## src/rtl/bike_threshold_ctrl_if.sv

```systemverilog
// Bundle of the request/result handshake and the multiply-add operand/product bus
// between the BIKE threshold controller, the DSP stage and the decoder control.
interface bike_threshold_ctrl_if #(
    parameter int WEIGHT_W = 15,
    parameter int TH_W     = 8
);
    logic                start;
    logic [WEIGHT_W-1:0] weight;
    logic                busy;
    logic                mul_en;
    logic [24:0]         mul_a;
    logic [17:0]         mul_b;
    logic [47:0]         mul_c;
    logic [47:0]         mul_p;
    logic                th_valid;
    logic [TH_W-1:0]     th;

    // Controller side: receives requests and products, drives operands and results.
    modport slave (
        input  start,
        input  weight,
        input  mul_p,
        output busy,
        output mul_en,
        output mul_a,
        output mul_b,
        output mul_c,
        output th_valid,
        output th
    );

    // Environment side: decoder control plus the multiply-add stage.
    modport master (
        output start,
        output weight,
        output mul_p,
        input  busy,
        input  mul_en,
        input  mul_a,
        input  mul_b,
        input  mul_c,
        input  th_valid,
        input  th
    );
endinterface

```

## src/rtl/bike_threshold_ctrl.sv

```systemverilog
// BIKE bit-flipping threshold controller: th = max(floor(COEFF*|s| + OFFSET), TH_MIN).
// The multiply-add itself lives in an external DSP stage; this block sequences it
// (IDLE -> MUL -> EVAL), then truncates, saturates and clamps its registered P output.
module bike_threshold_ctrl #(
    parameter int          WEIGHT_W  = 15,
    parameter int          FRAC_BITS = 24,
    parameter logic [17:0] COEFF     = 18'd116974,
    parameter logic [47:0] OFFSET    = 48'd226995732,
    parameter int          TH_W      = 8,
    parameter int          TH_MIN    = 36
) (
    input  logic                   clk,
    input  logic                   resetn,
    bike_threshold_ctrl_if.slave   bus
);

    // Integer part of the fixed-point product-sum.
    localparam int INT_W = 48 - FRAC_BITS;
    localparam logic [INT_W-1:0] L_TH_MAX = {{(INT_W-TH_W){1'b0}}, {TH_W{1'b1}}};
    localparam logic [TH_W-1:0]  L_TH_MIN = TH_W'(TH_MIN);

    typedef enum logic [1:0] {
        S_IDLE = 2'd0,
        S_MUL  = 2'd1,
        S_EVAL = 2'd2
    } state_t;

    state_t              r_state;
    state_t              w_next_state;
    logic                w_busy;
    logic                w_mul_en;
    logic [WEIGHT_W-1:0] r_weight;
    logic [TH_W-1:0]     r_th;
    logic                r_th_valid;
    logic [INT_W-1:0]    w_int;
    logic [TH_W-1:0]     w_sat;
    logic [TH_W-1:0]     w_th_next;

    // State register; reset abandons any in-flight computation.
    always_ff @(posedge clk or negedge resetn) begin
        if (!resetn) begin
            r_state <= S_IDLE;
        end else begin
            r_state <= w_next_state;
        end
    end

    // Next-state logic: MUL and EVAL each last exactly one cycle.
    always_comb begin
        w_next_state = r_state;
        case (r_state)
            S_IDLE: begin
                if (bus.start) begin
                    w_next_state = S_MUL;
                end else begin
                    w_next_state = S_IDLE;
                end
            end
            S_MUL:   w_next_state = S_EVAL;
            S_EVAL:  w_next_state = S_IDLE;
            default: w_next_state = S_IDLE;
        endcase
    end

    // State-decoded outputs: busy outside IDLE, DSP clock enable only in MUL.
    always_comb begin
        w_busy   = 1'b0;
        w_mul_en = 1'b0;
        case (r_state)
            S_IDLE: begin
                w_busy   = 1'b0;
                w_mul_en = 1'b0;
            end
            S_MUL: begin
                w_busy   = 1'b1;
                w_mul_en = 1'b1;
            end
            S_EVAL: begin
                w_busy   = 1'b1;
                w_mul_en = 1'b0;
            end
            default: begin
                w_busy   = 1'b0;
                w_mul_en = 1'b0;
            end
        endcase
    end

    // Capture the syndrome weight only when a request is accepted in IDLE,
    // so the A operand stays stable through MUL and busy-time starts are ignored.
    always_ff @(posedge clk or negedge resetn) begin
        if (!resetn) begin
            r_weight <= '0;
        end else if ((r_state == S_IDLE) && bus.start) begin
            r_weight <= bus.weight;
        end else begin
            r_weight <= r_weight;
        end
    end

    // Floor by dropping fractional bits, saturate to TH_W bits, clamp to TH_MIN.
    always_comb begin
        w_int = bus.mul_p[47:FRAC_BITS];
        if (w_int > L_TH_MAX) begin
            w_sat = {TH_W{1'b1}};
        end else begin
            w_sat = w_int[TH_W-1:0];
        end
        if (w_sat < L_TH_MIN) begin
            w_th_next = L_TH_MIN;
        end else begin
            w_th_next = w_sat;
        end
    end

    // Result register: threshold held between updates, valid pulse for one cycle.
    always_ff @(posedge clk or negedge resetn) begin
        if (!resetn) begin
            r_th       <= '0;
            r_th_valid <= 1'b0;
        end else if (r_state == S_EVAL) begin
            r_th       <= w_th_next;
            r_th_valid <= 1'b1;
        end else begin
            r_th       <= r_th;
            r_th_valid <= 1'b0;
        end
    end

    assign bus.busy     = w_busy;
    assign bus.mul_en   = w_mul_en;
    assign bus.mul_a    = {{(25-WEIGHT_W){1'b0}}, r_weight};
    assign bus.mul_b    = COEFF;
    assign bus.mul_c    = OFFSET;
    assign bus.th       = r_th;
    assign bus.th_valid = r_th_valid;

endmodule
```

## src/flat_wrapper.sv

```systemverilog
// flat-port wrapper written by rule: the top's interface ports become plain ports
module bike_threshold_ctrl_flat 
#(
    parameter int          WEIGHT_W  = 15,
    parameter int          FRAC_BITS = 24,
    parameter logic [17:0] COEFF     = 18'd116974,
    parameter logic [47:0] OFFSET    = 48'd226995732,
    parameter int          TH_W      = 8,
    parameter int          TH_MIN    = 36
)
  (clk, resetn, bus_start, bus_weight, bus_mul_p, bus_busy, bus_mul_en, bus_mul_a, bus_mul_b, bus_mul_c, bus_th_valid, bus_th);
  bike_threshold_ctrl_if #(.WEIGHT_W(WEIGHT_W), .TH_W(TH_W)) bus_i ();
  input  logic clk;
  input  logic resetn;
  input wire logic [$bits(bus_i.start)-1:0] bus_start;
  input wire logic [$bits(bus_i.weight)-1:0] bus_weight;
  input wire logic [$bits(bus_i.mul_p)-1:0] bus_mul_p;
  output wire logic [$bits(bus_i.busy)-1:0] bus_busy;
  output wire logic [$bits(bus_i.mul_en)-1:0] bus_mul_en;
  output wire logic [$bits(bus_i.mul_a)-1:0] bus_mul_a;
  output wire logic [$bits(bus_i.mul_b)-1:0] bus_mul_b;
  output wire logic [$bits(bus_i.mul_c)-1:0] bus_mul_c;
  output wire logic [$bits(bus_i.th_valid)-1:0] bus_th_valid;
  output wire logic [$bits(bus_i.th)-1:0] bus_th;
  assign bus_i.start = bus_start;
  assign bus_i.weight = bus_weight;
  assign bus_i.mul_p = bus_mul_p;
  assign bus_busy = bus_i.busy;
  assign bus_mul_en = bus_i.mul_en;
  assign bus_mul_a = bus_i.mul_a;
  assign bus_mul_b = bus_i.mul_b;
  assign bus_mul_c = bus_i.mul_c;
  assign bus_th_valid = bus_i.th_valid;
  assign bus_th = bus_i.th;
  bike_threshold_ctrl #(.WEIGHT_W(WEIGHT_W), .FRAC_BITS(FRAC_BITS), .COEFF(COEFF), .OFFSET(OFFSET), .TH_W(TH_W), .TH_MIN(TH_MIN)) u_core (.clk(clk), .resetn(resetn), .bus(bus_i));
endmodule
```

## config.mk

```make
export PLATFORM = sky130hd
export DESIGN_NAME = bike_threshold_ctrl_flat
export DESIGN_NICKNAME = d
export VERILOG_FILES = /design/src/rtl/bike_threshold_ctrl_if.sv /design/src/rtl/bike_threshold_ctrl.sv /design/src/flat_wrapper.sv
export SDC_FILE = /design/constraint.sdc
export NUM_CORES = 1
export LEC_CHECK = 0
export BUFFER_PORTS_ARGS = -buffer_cell sky130_fd_sc_hd__buf_2
export CAP_MARGIN = 30
export CORE_ASPECT_RATIO = 1.25
export CORE_UTILIZATION = 39
export DETAILED_ROUTE_END_ITERATION = 7
export GPL_TIMING_DRIVEN = 0
export HOLD_SLACK_MARGIN = 0.1
export PLACE_DENSITY = 0.94
export SYNTH_ARGS = -nofsm -noshare
export SYNTH_HDL_FRONTEND = slang
export SYNTH_SLANG_ARGS = --single-unit
```

## constraint.sdc

```tcl
create_clock -name clk -period 2.2 [get_ports clk]
set_input_delay 0.11 -clock clk [delete_from_list [all_inputs] [get_ports clk]]
set_output_delay 0.11 -clock clk [all_outputs]
set_load 0.03 [all_outputs]
```

==> flow_summary.ini <==
[timing]
clock.fmax_mhz = 682
setup_violations = 0
hold_violations = 0
skew_ps = 2.52
relSlewSlack = 0.625
fin_crit_ps = 1470
fin_setup_tns_ps = 0
rsz0062_at_grt = no
drv_slew = 0
holdWs_ps = 106
fin_crit_sh = 0.667
worst_pin_slew_ps = 562

[route]
drc = 0
routed_wl_um = 3750
via_per_inst = 3.80
route.vias.total = 1440
antenna_left = 0
first_pass_iters = 4
avgRoutedWirePerCell_um = 9.90
drtIter0Drc = 42

[pwr]
netSwitchingPower_uw = 651
p_int_uw = 950
leakage_uw = 0.00144
seq_power_share = 0.371
pwr-share-comb = 0.469
power_frac_clock = 0.160
irDropWorstVdd_uv = 231
power_density_nw_per_um2 = 629
swShare = 0.407

[place]
gp_congestion = 0.794
hpwl_um = 2810
io_buffers = 67
placed_cell_area_um2 = 2340

[synthesis]
syn_avg_cell_area_um2 = 10.2
ys_top_cells_by_count = 76 x buf_4, 26 x dfrtp_1, 15 x mux2_2
yosysWarningCount = 0
yosysSeqAreaShare = 0.392
yosysUniqueCellTypes = 18
synth_area_um2 = 1660
syn_inst = 163
synthTopCellsByArea = dfrtp_1 39%, buf_4 34%, mux2_2 10%, a31oi_1 3.0%, ha_1 2.3%
ys_ff_latch = 26
synth-async-reset-ratio = 1.00
synth_flop_cell = dfrtp_1
yosysTopAreaCell = dfrtp_1
synth_top_cell_area_share = 0.392
synth_edf_count = 0
synth_most_common_cell = buf_4

[cts]
post_cts_resized = 0
clk_latency_ps = 260
cts_buffers = 3
htreeDepth = 1
clockBufferDepth = 2
post_cts_buffers = 0
clk_pin_slew_ps = 80
cts.sinks = 26
cts_root_buf = clkbuf_8
tritoncts = yes
cts_hold_buf = 16

[setup_path]
start_kind = register
end_kind = register
rr_worst_depth = 5
cp.arrival_ps = 1620
cp.required_ps = 2350
criticalPathCategory = register to register
path_max_fanout = 10

[grt]
grt_pass1_wl_um = 5540
track_usage = 0.158
grt_max_degree = 27
grt_overflow = 0
first_global_vias = 1371
antenna_found_initial = 0

[floorplanning]
initial_core_util = 0.408
io_pins = 168
core_area_um2 = 4070
die_h_um = 74.9
num_rows = 26
die-area_um2 = 4520
chipWidth_um = 60.3

[finish]
multi_input_area_um2 = 664
antenna_cells = 0
fillCellCount = 303
drive_gt1_frac = 0.517
fin_nets = 394
post-route-cell-area_um2 = 2540
syn2layout_area_growth_pct = 53.3
regArea_um2 = 651

[job]
drv_cap = 0

[min_path]
worst_hold_path_type = primary input to register
holdPathStages = 3

[run_status]
status = completed
==> final timing paths <==
check	startpoint	endpoint	slack, ps
min in group asynchronous	resetn	u_core.r_weight[13]	370
max in group asynchronous	resetn	u_core.r_weight[0]	1460
setup reg to reg	u_core.r_state[0]	u_core.r_weight[14]	730
setup / recovery	u_core.r_state[0]	u_core.r_weight[14]	730
hold reg to reg	u_core.r_weight[6]	u_core.r_weight[6]	500
hold / removal	bus_mul_p[30]	u_core.bus.th[6]	110
==> per-layer routing <==
metal / GRT usage / up-vias / share of wire
li1: - / 702 / -
met1: 0.156 / 640 / 0.34
met2: 0.314 / 94 / 0.55
met3: 0.0309 / 4 / 0.10
met4: 0.0543 / 0 / 0.0075
met5: 0 / - / 0
==> state kept, by name (all words and copies together), names as in the netlist <==
signal / count
u_core.bus.th: 8
u_core.bus.th_valid: 1
u_core.r_state: 2
u_core.r_weight: 15
==> critical path, stage by stage, from the launching register on <==
cell and delay, ps:
dfrtp_1 370, inv_1 70, ha_1 210, nand2_2 170, buf_6 180, mux2_2 350
==> metrics by stage <==
stage,total power (µW),utilization,worst slack [ps],std cells
2_1_floorplan,1160,-,897,237
3_3_place_gp,1290,0.576,831,360
3_5_place_dp,1310,0.576,787,360
4_1_cts,1580,0.626,775,379
5_1_grt,1690,0.626,675,379
6_report,1600,0.626,733,379
==> layout make-up <==
| cell class | instances | share of cell area |
|---|---|---|
| Tap cell | 56 | 0.0275 |
| Sequential cell | 26 | 0.256 |
| Timing Repair Buffer | 83 | 0.195 |
| Buffer | 80 | 0.237 |
| Clock buffer | 3 | 0.0162 |
| Inverter | 5 | 0.00738 |
| Multi-Input combinational cell | 126 | 0.261 |
==> power groups by stage <==
stage	combinational [µW]	sequential [µW]	clock, µW
4_1_cts	735	591	258
3_5_place_dp	713	601	0
3_3_place_gp	700	594	0
6_report	751	594	257
5_1_grt	800	604	284
2_1_floorplan	409	752	0
==> cell families (layout without fill, tap and decap cells) <==
logic type      Yosys count  count (layout)  synth area share
compound gates           15              15            0.0535
fa+ha+maj                 3               3            0.0226
buf+inv                  85             171             0.375
flops                    26              26             0.392
mux                      15              15             0.102
other cells               2              76           0.00453
simple gates             17              17            0.0505
==> cells in the final DEF (no fill, tap or decap), drive strengths merged <==
cell | netlist | final
buf | 79 | 146
conb | 2 | 76
dfrtp | 26 | 26
dlygate4sd3 | 0 | 16
mux2 | 15 | 15
nor2 | 10 | 10
a31oi | 8 | 8
inv | 5 | 5
o21ai | 5 | 5
nor4 | 4 | 4
clkbuf | 1 | 4
ha | 3 | 3
nand2 | 1 | 1
and4 | 1 | 1
or2 | 1 | 1
a21oi | 1 | 1
o31a | 1 | 1
No activity file was read; power rests on OpenSTA's default activity.
